## src/rtl/apb_slave_regbank.sv

```systemverilog
// APB register-bank slave: DEPTH-word flop array behind one Pselx bit, with APB phase checking
// and saturating transfer counters. Define APB_SLV_ERRCNT_EN to add err_cnt and a status register.
module apb_slave_regbank #(
    parameter int unsigned WIDTH   = 32,
    parameter int unsigned SLAVES  = 4,
    parameter int unsigned SLV_IDX = 0,
    parameter int unsigned DEPTH   = 16,
    parameter int unsigned CNT_W   = 16
) (
    input  logic              Hclk,
    input  logic              Hreset,
    input  logic [SLAVES-1:0] Pselx,
    input  logic              Penable,
    input  logic              Pwrite,
    input  logic [WIDTH-1:0]  Paddr,
    input  logic [WIDTH-1:0]  Pwdata,
    output logic [WIDTH-1:0]  Prdata,
    output logic              prot_err,
    output logic [CNT_W-1:0]  wr_cnt,
    output logic [CNT_W-1:0]  rd_cnt
`ifdef APB_SLV_ERRCNT_EN
    ,
    output logic [7:0]        err_cnt
`endif
);

    localparam int unsigned IW = $clog2(DEPTH);

    localparam logic [1:0] ST_IDLE   = 2'd0;
    localparam logic [1:0] ST_SETUP  = 2'd1;
    localparam logic [1:0] ST_ACCESS = 2'd2;

    logic [1:0]       r_state;
    logic [1:0]       w_state_nxt;
    logic [IW-1:0]    r_idx;
    logic             r_wr;
    logic [WIDTH-1:0] r_prdata;
    logic             r_prot_err;
    logic [CNT_W-1:0] r_wr_cnt;
    logic [CNT_W-1:0] r_rd_cnt;
    logic [WIDTH-1:0] r_mem [DEPTH];

    logic             w_sel;
    logic [IW-1:0]    w_idx;
    logic             w_match;
    logic             w_capture;
    logic             w_commit;
    logic             w_err;
    logic             w_wr_ok;
    logic [WIDTH-1:0] w_rd_val;
    logic             w_unused;

    assign w_sel    = Pselx[SLV_IDX];
    assign w_idx    = Paddr[IW+1:2];
    assign w_match  = (w_idx == r_idx) && (Pwrite == r_wr);
    assign w_unused = &{1'b0, Pselx, Paddr[WIDTH-1:IW+2], Paddr[1:0]};

    // State register
    always_ff @(posedge Hclk or posedge Hreset) begin
        if (Hreset) begin
            r_state <= ST_IDLE;
        end else begin
            r_state <= w_state_nxt;
        end
    end

    // Phase tracking: next state plus capture/commit/error strobes
    always_comb begin
        w_state_nxt = r_state;
        w_capture   = 1'b0;
        w_commit    = 1'b0;
        w_err       = 1'b0;
        case (r_state)
            ST_IDLE: begin
                if (w_sel && !Penable) begin
                    w_state_nxt = ST_SETUP;
                    w_capture   = 1'b1;
                end else if (w_sel) begin
                    w_err = 1'b1;
                end
            end
            ST_SETUP: begin
                if (!w_sel) begin
                    w_err       = 1'b1;
                    w_state_nxt = ST_IDLE;
                end else if (!Penable) begin
                    w_err     = 1'b1;
                    w_capture = 1'b1;
                end else if (w_match) begin
                    w_state_nxt = ST_ACCESS;
                    w_commit    = 1'b1;
                end else begin
                    w_err       = 1'b1;
                    w_state_nxt = ST_IDLE;
                end
            end
            ST_ACCESS: begin
                if (!w_sel) begin
                    w_state_nxt = ST_IDLE;
                end else if (!Penable) begin
                    w_state_nxt = ST_SETUP;
                    w_capture   = 1'b1;
                end else begin
                    w_err       = 1'b1;
                    w_state_nxt = ST_IDLE;
                end
            end
            default: w_state_nxt = ST_IDLE;
        endcase
    end

`ifdef APB_SLV_ERRCNT_EN
    logic [7:0] r_err_cnt;

    // Top index is a read-only status word
    always_comb begin
        w_wr_ok  = (r_idx != IW'(DEPTH - 1));
        w_rd_val = r_mem[w_idx];
        if (w_idx == IW'(DEPTH - 1)) begin
            w_rd_val = WIDTH'({r_err_cnt, 8'(r_rd_cnt), 8'(r_wr_cnt)});
        end
    end

    always_ff @(posedge Hclk or posedge Hreset) begin
        if (Hreset) begin
            r_err_cnt <= '0;
        end else if (w_err && (r_err_cnt != 8'hFF)) begin
            r_err_cnt <= r_err_cnt + 8'd1;
        end
    end

    assign err_cnt = r_err_cnt;
`else
    assign w_wr_ok  = 1'b1;
    assign w_rd_val = r_mem[w_idx];
`endif

    // Register array, read-data capture and saturating counters
    always_ff @(posedge Hclk or posedge Hreset) begin
        if (Hreset) begin
            r_idx      <= '0;
            r_wr       <= 1'b0;
            r_prdata   <= '0;
            r_prot_err <= 1'b0;
            r_wr_cnt   <= '0;
            r_rd_cnt   <= '0;
            for (int i = 0; i < int'(DEPTH); i++) begin
                r_mem[i] <= '0;
            end
        end else begin
            r_prot_err <= w_err;
            if (w_capture) begin
                r_idx <= w_idx;
                r_wr  <= Pwrite;
                if (!Pwrite) begin
                    r_prdata <= w_rd_val;
                end
            end
            if (w_commit) begin
                if (r_wr) begin
                    if (w_wr_ok) begin
                        r_mem[r_idx] <= Pwdata;
                    end
                    if (r_wr_cnt != '1) begin
                        r_wr_cnt <= r_wr_cnt + CNT_W'(1);
                    end
                end else if (r_rd_cnt != '1) begin
                    r_rd_cnt <= r_rd_cnt + CNT_W'(1);
                end
            end
        end
    end

    assign Prdata   = r_prdata;
    assign prot_err = r_prot_err;
    assign wr_cnt   = r_wr_cnt;
    assign rd_cnt   = r_rd_cnt;

endmodule

```

## config.mk

```make
export PLATFORM = sky130hd
export DESIGN_NAME = apb_slave_regbank
export DESIGN_NICKNAME = d
export VERILOG_FILES = /design/src/rtl/apb_slave_regbank.sv
export SDC_FILE = /design/constraint.sdc
export NUM_CORES = 1
export LEC_CHECK = 0
export BUFFER_PORTS_ARGS = -buffer_cell sky130_fd_sc_hd__buf_2
export CAP_MARGIN = 20
export CORE_ASPECT_RATIO = 1.25
export CORE_MARGIN = 5
export CORE_UTILIZATION = 39
export DETAILED_ROUTE_END_ITERATION = 10
export PLACE_DENSITY = 0.67
export SLEW_MARGIN = 15
export SYNTH_ARGS = -nofsm -noshare
export SYNTH_HDL_FRONTEND = slang
export SYNTH_SLANG_ARGS = --single-unit
```

## constraint.sdc

```tcl
create_clock -name Hclk -period 29.2 [get_ports Hclk]
set_input_delay 2.92 -clock Hclk [delete_from_list [all_inputs] [get_ports Hclk]]
set_output_delay 2.92 -clock Hclk [all_outputs]
set_load 0.05 [all_outputs]
```

-- After elaboration in Yosys (flattened, before gate mapping)
Cells that the tools add are included.
- equal/unequal tests: 8
- muxes and demuxes: 29
- add/subtract/negate cells: 2
- bitwise operators: 4
- $lt $le $gt $ge: 3
- reduce and logical (&&, ||, !) cells: 11
- operator list (operator ; number):
    bitwise mux 512 bit ; 1
    binary-select mux 32 bit (select 4 bit) ; 1
    demux 32 bit (select 4 bit) ; 1
    two-way mux 32 bit ; 3
    adder 16 x 1 -> 16 bit (second input constant) ; 2
    != test 16 bit (second input constant) ; 2
    two-way mux 1 bit ; 16
    greater-or-equal comparator 5 bit (second input constant) ; 2
    inverter 4 -> 5 bit ; 2
    two-way mux 2 bit ; 4
    one-hot mux 2 bit (3 select lines) ; 1
    AND reduction 2 bit ; 3
    AND reduction 3 bit ; 2
    < comparator 5 x 1 -> 1 bit (second input constant) ; 1
    equality test 4 bit ; 1
    logical AND 1 bit ; 3
    != test 3 bit (second input constant) ; 1
    one-hot mux 1 bit (3 select lines) ; 1
    equality test 2 x 1 -> 1 bit (second input constant) ; 1
    equality test 2 bit (second input constant) ; 1
    zero test 2 bit ; 1
    != test 2 bit (second input constant) ; 1
    inverter 1 bit ; 2
    one-hot mux 1 bit (2 select lines) ; 1
    3 further kinds ; 3
- flip-flop bits (word level): 584
- logic and storage cells: 80
- input bits: 72
- output and inout bits: 65

-- Depth between registers and ports, before layout
Gate-level depths: netlist of the first run.
- depth after elaboration: 7
- depth in mapped cells: 10
- depth with buffers taken out: 7

-- Worst setup path after synthesis of the first run
Ideal clock, no wire load.
- kind: input to register
- from: in Paddr[3]
- to: reg r_prdata[18] (netlist: Prdata[18])
- stages: 8
- path slack: 24.470 ns
- arrival time: 4.604 ns
- library setup time: 0.126 ns
- required time: 29.074 ns
- path buffers: 4
- cell sequence: buf_2 > buf_6 > buf_2 > buf_1 > mux4_2 > a22oi_1 > nor2_1 > a221o_1
- word-level cells in the longest chain between the ends: 4
- RTL lines (item ; RTL line ; RTL):
    from (decl) ; 15 ; input logic [WIDTH-1:0] Paddr,
    inverter 4 -> 5 bit (implied by the code) ; 135 ; assign w_rd_val = r_mem[w_idx];
    binary-select mux 32 bit (select 4 bit) ; 135 ;
    two-way mux 32 bit (implied by the code) (2 in a row) ; 135 ;
    to (signal assigned) ; 156 ; r_prdata <= w_rd_val;
    to (decl) ; 37 ; logic [WIDTH-1:0] r_prdata;
No other way between the ends. The select of a mux whose other input is x is not followed.
A chain may end at the register's enable or synchronous reset.

-- Worst setup path in the final report of the first run
- from: in Paddr[3]
- to: reg r_prdata[4] (netlist: Prdata[4])
The elaborated chain is that of the path after synthesis.

==> flow_summary.json, run 1 <==
{
  "status": "completed",
  "cts_inserted_buffers": 57,
  "p_total_mw": 1.73,
  "fin_setup_tns_ps": 0,
  "worstHoldStart": "r_mem[285]",
  "cp_max_fo": 57,
  "clk_pin_slew_ps": 60,
  "cts_resized": 0,
  "post-place-ws_ps": 22260,
  "synthCells": 1668,
  "vias": 14600,
  "core_um2": 67100,
  "ant_nets": 0,
  "syn_nets": 1746,
  "critPathBufInv": 3,
  "synth.top_cell.area_share": 0.552,
  "drt_first_pass_iters": 5,
  "pwr-share-seq": 0.485,
  "fmax_mhz": 179,
  "crit_required_ps": 29690,
  "fin_crit_sh": 0.191,
  "path_cells": "buf_6 -> buf_4 -> buf_4 -> mux4_2 -> mux2_2 -> a221o_1",
  "ys.flop_type": "dfrtp_1",
  "r2r_slack_ps": 25920,
  "overflow": 0,
  "synth_top_area_cell": "dfrtp_1",
  "antenna_found_initial": 3,
  "detail_route.wl_per_cell_um": 22.9,
  "drtIter0Drc": 828,
  "cp-end-kind": "register",
  "ys_warn_count": 0,
  "power_frac_clock": 0.450,
  "cpPeakStageDelay_ps": 680,
  "holdWs_ps": 483,
  "ys_ff_latch": 584,
  "setup-violations-final": 0,
  "grt_max_degree": 123,
  "clock_sinks": 584,
  "holdPathEnd": "r_mem[285]",
  "die_h_um": 301,
  "rsz0062_at_grt": "no",
  "fin_ws_ps": 23620,
  "period_needed_ps": 5580,
  "slew_headroom": 0.213,
  "cts_tree": "done",
  "grt_usage": 0.165,
  "rr_endpoint": "Prdata[30]",
  "dp_hpwl_um": 33900,
  "crit_family": "buffers and inverters",
  "die_x_um": 243,
  "final_cell_mix": "dfrtp_1, mux2_2, mux4_2",
  "start_util": 0.394,
  "cts_root_buf": "clkbuf_16",
  "ys_types": 39,
  "fin_skew_ps": 13.1,
  "htree_levels": 2,
  "cellPowerDensity_nw_per_um2": 58.8,
  "hold_class": "register to register",
  "area_delta_synth_final_pct": 11.4,
  "place_congestion": 0.746,
  "startpoint_type": "input port",
  "cpMostUsedCell": "buf_4",
  "synthArstFlopShare": 1.00,
  "postCtsSetupRepairBufs": 0,
  "grt_pass1_wl_um": 96000,
  "cts_hold_buf": 0,
  "power_leakage_nw": 14.5,
  "combPwrFrac": 0.066,
  "cap_violations": 0,
  "clock_latency_ps": 600,
  "synth_area_um2": 26500,
  "worst_ep_arrival_time_ps": 6060,
  "dieArea_um2": 73200,
  "power.share.switching": 0.234,
  "placed_area_um2": 27400,
  "synth.area.top_cells": "dfrtp_1, mux2_2, mux4_2",
  "cts_buffer_depth": 3,
  "drv_slew": 0,
  "grt_pass1_vias": 16100,
  "tightest_slew_ps": 1180,
  "crit_slowest_cell": "buf_4",
  "post-route-drc-count": 0,
  "dp_cells": 2514,
  "syn_area_per_cell_um2": 15.9,
  "viasPerCell": 5.58,
  "drive_above_1_share": 0.515,
  "nets": 1789,
  "stdcell_area_um2": 29500,
  "crit_type": "input port to register",
  "final_util": 0.439,
  "finalHoldViolCount": 0,
  "p_sw_uw": 406,
  "irDropWorstVdd_v": 0.0000396,
  "ios": 137,
  "synth_edf_count": 0,
  "portBuffers": 105,
  "p_int_mw": 1.33,
  "yosysSeqAreaShare": 0.552,
  "r2r.worst_path.cells": 8,
  "wirelength_um": 60100,
  "timing.rr.start": "r_state[1]",
  "final-instance-count-excl-fill": 2623,
  "final_common_cell": "dfrtp_1",
  "row_count": 106,
  "whs_path_depth": 1
}
## cells by family (layout without fill, tap and decap cells)
logic type | count (synthesis) | count (layout) | share of synthesized area
buf+inv | 151 | 241 | 0.0347
other cells | 0 | 1 | 0
simple gates | 142 | 142 | 0.0313
fa+ha+maj | 6 | 6 | 0.00284
mux | 681 | 681 | 0.345
compound gates | 70 | 70 | 0.0225
xor+xnor | 34 | 34 | 0.0113
flops | 584 | 584 | 0.552
## registers in the layout (all words and copies together) (netlist names)
register and flops:
r_idx 4, wr_cnt 16, r_mem 512, prot_err 1, r_state 2, Prdata 32, rd_cnt 16, r_wr 1
## worst reg2reg max path, delay by kind of cell (launching register included)
| family | cells | cell delay, ps |
|---|---|---|
| flops | 1 | 410 |
| simple gates | 4 | 1870 |
| compound gates | 1 | 200 |
| fa+ha+maj | 1 | 230 |
| buf+inv | 2 | 520 |
## how the worst max path moves through the flow
stage               startpoint          to  cells past startpoint
floorplan               Hreset   Prdata[0]                      1
global placement        Hreset  r_mem[134]                      5
detailed placement      Hreset  r_mem[134]                      5
CTS                     Hreset  r_mem[201]                      5
global route          Paddr[3]   Prdata[5]                      6
finish                Paddr[3]   Prdata[4]                      6
## per-layer routing
metal,track usage,routed length [um],vias up
li1,-,-,6328
met1,0.216,25600,7916
met2,0.283,30100,297
met3,0.0344,2980,98
met4,0.0432,1410,2
met5,0,13,-
## cells in the mapped netlist (all sizes together), types with 5 or more instances
library cell and count:
dfrtp 584, mux2 552, mux4 128, buf 94, clkbuf 51, nor2 46, a221o 32, a22oi 32
nand3 25, xnor2 19, nand2 16, nand4 16, xor2 15, nor3 8, and4 7, and3 6
ha 6, inv 6, nor2b 5
## cell type report
type,count,area [um2]
Fill cell,5933,37600
Sequential cell,584,14600
Multi-Input combinational cell,933,11000
Clock buffer,83,1730
Tap cell,864,1080
Timing Repair Buffer,129,772
Clock inverter,23,288
Inverter,6,30.0
Antenna cell,1,2.50
## power by group through the flow
stage	clock (mW)	sequential (mW)	combinational, mW
3_5_place_dp	0	0.854	0.115
5_1_grt	0.831	0.842	0.126
4_1_cts	0.797	0.839	0.115
2_1_floorplan	0	0.855	0.0846
6_report	0.779	0.840	0.114
3_3_place_gp	0	0.853	0.111
Note: power is estimated with default switching activity, not from simulation.
==> run 2, diff against run 1 <==
- PLACE_DENSITY: 0.67 -> 0.69
- clock period: 29.2 -> 4.8 ns (I/O delays scaled with it)
==> flow_summary.json, run 2 (synthesized netlist as in run 1, its figures left out) <==
{
  "cts_tree": "done",
  "status": "completed",
  "hold_class": "input port to asynchronous set/reset pin",
  "fin_skew_ps": 16.9,
  "p_sw_mw": 2.47,
  "cts_resized": 0,
  "die_h_um": 301,
  "postCtsSetupRepairBufs": 0,
  "dp_hpwl_um": 33400,
  "drtIter0Drc": 773,
  "fin_crit_sh": 0.657,
  "startpoint_type": "register",
  "worst_ep_arrival_time_ps": 3690,
  "holdWs_ps": 72.5,
  "grt_pass1_wl_um": 94600,
  "cts_buffer_depth": 3,
  "antenna_found_initial": 6,
  "rsz0062_at_grt": "no",
  "post-route-drc-count": 0,
  "clock_latency_ps": 610,
  "crit_type": "register to register",
  "ios": 137,
  "core_um2": 67100,
  "fill_cells": 5842,
  "grt_max_degree": 156,
  "cts_hold_buf": 0,
  "r2r_slack_ps": 1650,
  "final_util": 0.439,
  "place_congestion": 0.776,
  "start_util": 0.394,
  "fin_setup_tns_ps": 0,
  "dieArea_um2": 73200,
  "nets": 1788,
  "cts_inserted_buffers": 57,
  "stdcell_area_um2": 29400,
  "power_frac_clock": 0.445,
  "vias": 14600,
  "slew_headroom": 0.350,
  "wirelength_um": 59400,
  "drt_first_pass_iters": 4,
  "final_common_cell": "dfrtp_1",
  "cellPowerDensity_nw_per_um2": 355,
  "m1WireLength_um": 25200,
  "clk_pin_slew_ps": 60,
  "routed-wl-met2_um": 29800,
  "crit_required_ps": 5340,
  "die_x_um": 243,
  "grt_usage": 0.162,
  "drive_above_1_share": 0.508,
  "period_needed_ps": 3150,
  "cap_violations": 0,
  "power.share.switching": 0.237,
  "area_delta_synth_final_pct": 11.2,
  "row_count": 106,
  "top_register": "r_mem",
  "timing.rr.start": "r_state[0]",
  "portBuffers": 105,
  "largest_reg_flops": 512,
  "setup-violations-final": 0,
  "cts_root_buf": "clkbuf_16",
  "drv_slew": 0,
  "ant_nets": 0,
  "p_int_mw": 7.98,
  "rr_endpoint": "Prdata[11]",
  "viasPerCell": 5.57,
  "p_total_mw": 10.5,
  "overflow": 0,
  "r2r.worst_path.cells": 8,
  "finalHoldViolCount": 0,
  "tightest_slew_ps": 976,
  "cp-end-kind": "register",
  "fmax_mhz": 317,
  "irDropWorstVdd_v": 0.000304,
  "combPwrFrac": 0.066,
  "detail_route.wl_per_cell_um": 22.6,
  "pwr-share-seq": 0.489,
  "power_leakage_nw": 14.4,
  "grt_pass1_vias": 15900,
  "htree_levels": 2,
  "placed_area_um2": 27500,
  "top_layer": "met5",
  "cp_max_fo": 22,
  "final_cell_mix": "dfrtp_1, mux2_2, mux4_2",
  "clock_sinks": 584,
  "wl_met3_um": 2630
}
==> run 2: cell count changes in the layout (fill, tap and decap cells not counted) <==
cell and change:
clkinv_2 -7, diode_2 +2, clkbuf_8 -2, buf_12 +5, inv_6 -2, bufinv_16 -2, clkinvlp_4 -1, inv_8 +1
inv_16 +1, buf_4 -1, clkbuf_1 +12, buf_16 -2, buf_6 -2
==> run 2: cell type report <==
class / instances / area, um2 / area share
Timing Repair Buffer: 128 / 773 / 0.0263
Inverter: 6 / 26.3 / 0.000893
Tap cell: 864 / 1080 / 0.0367
Clock buffer: 94 / 1770 / 0.0600
Antenna cell: 3 / 7.51 / 0.000255
Clock inverter: 13 / 203 / 0.00689
Multi-Input combinational cell: 933 / 11000 / 0.372
Sequential cell: 584 / 14600 / 0.496
==> run 2: worst max-delay path by stage <==
stage,endpoint,start,cells after the start
finish,Prdata[11],r_state[0],8
global route,Prdata[11],r_state[0],8
CTS,Prdata[11],r_state[0],8
detailed placement,r_mem[130],Paddr[5],8
global placement,r_mem[134],Paddr[5],8
floorplan,Prdata[0],Hreset,1
==> run 2: metrics by stage <==
stage                     worst slack (ps)  cells
after floorplan                      -3640   1668
after global placement                1640   2515
after detailed placement              1620   2515
after CTS                             1660   2622
after global routing                  1560   2622
final                                 1650   2625
==> run 2: routing by layer <==
| metal | vias up | track usage |
|---|---|---|
| met5 | - | 0 |
| met4 | 4 | 0.0500 |
| met3 | 111 | 0.0295 |
| met2 | 280 | 0.277 |
| met1 | 7912 | 0.212 |
| li1 | 6307 | - |
==> run 2: worst max-delay path, cell delays in order, from the launching register on <==
cell	delay [ps]
dfrtp_1	420
inv_1	120
ha_1	250
nor2_1	60
or3_1	470
or2_2	570
nor2_4	470
buf_4	460
a221o_1	220
==> run 2: power by group through the flow <==
stage          clock, mW  sequential, mW  combinational [mW]
2_1_floorplan          0            5.20               0.515
3_3_place_gp           0            5.19               0.680
3_5_place_dp           0            5.20               0.705
4_1_cts             4.77            5.11               0.706
5_1_grt             4.98            5.12               0.760
6_report            4.65            5.11               0.694
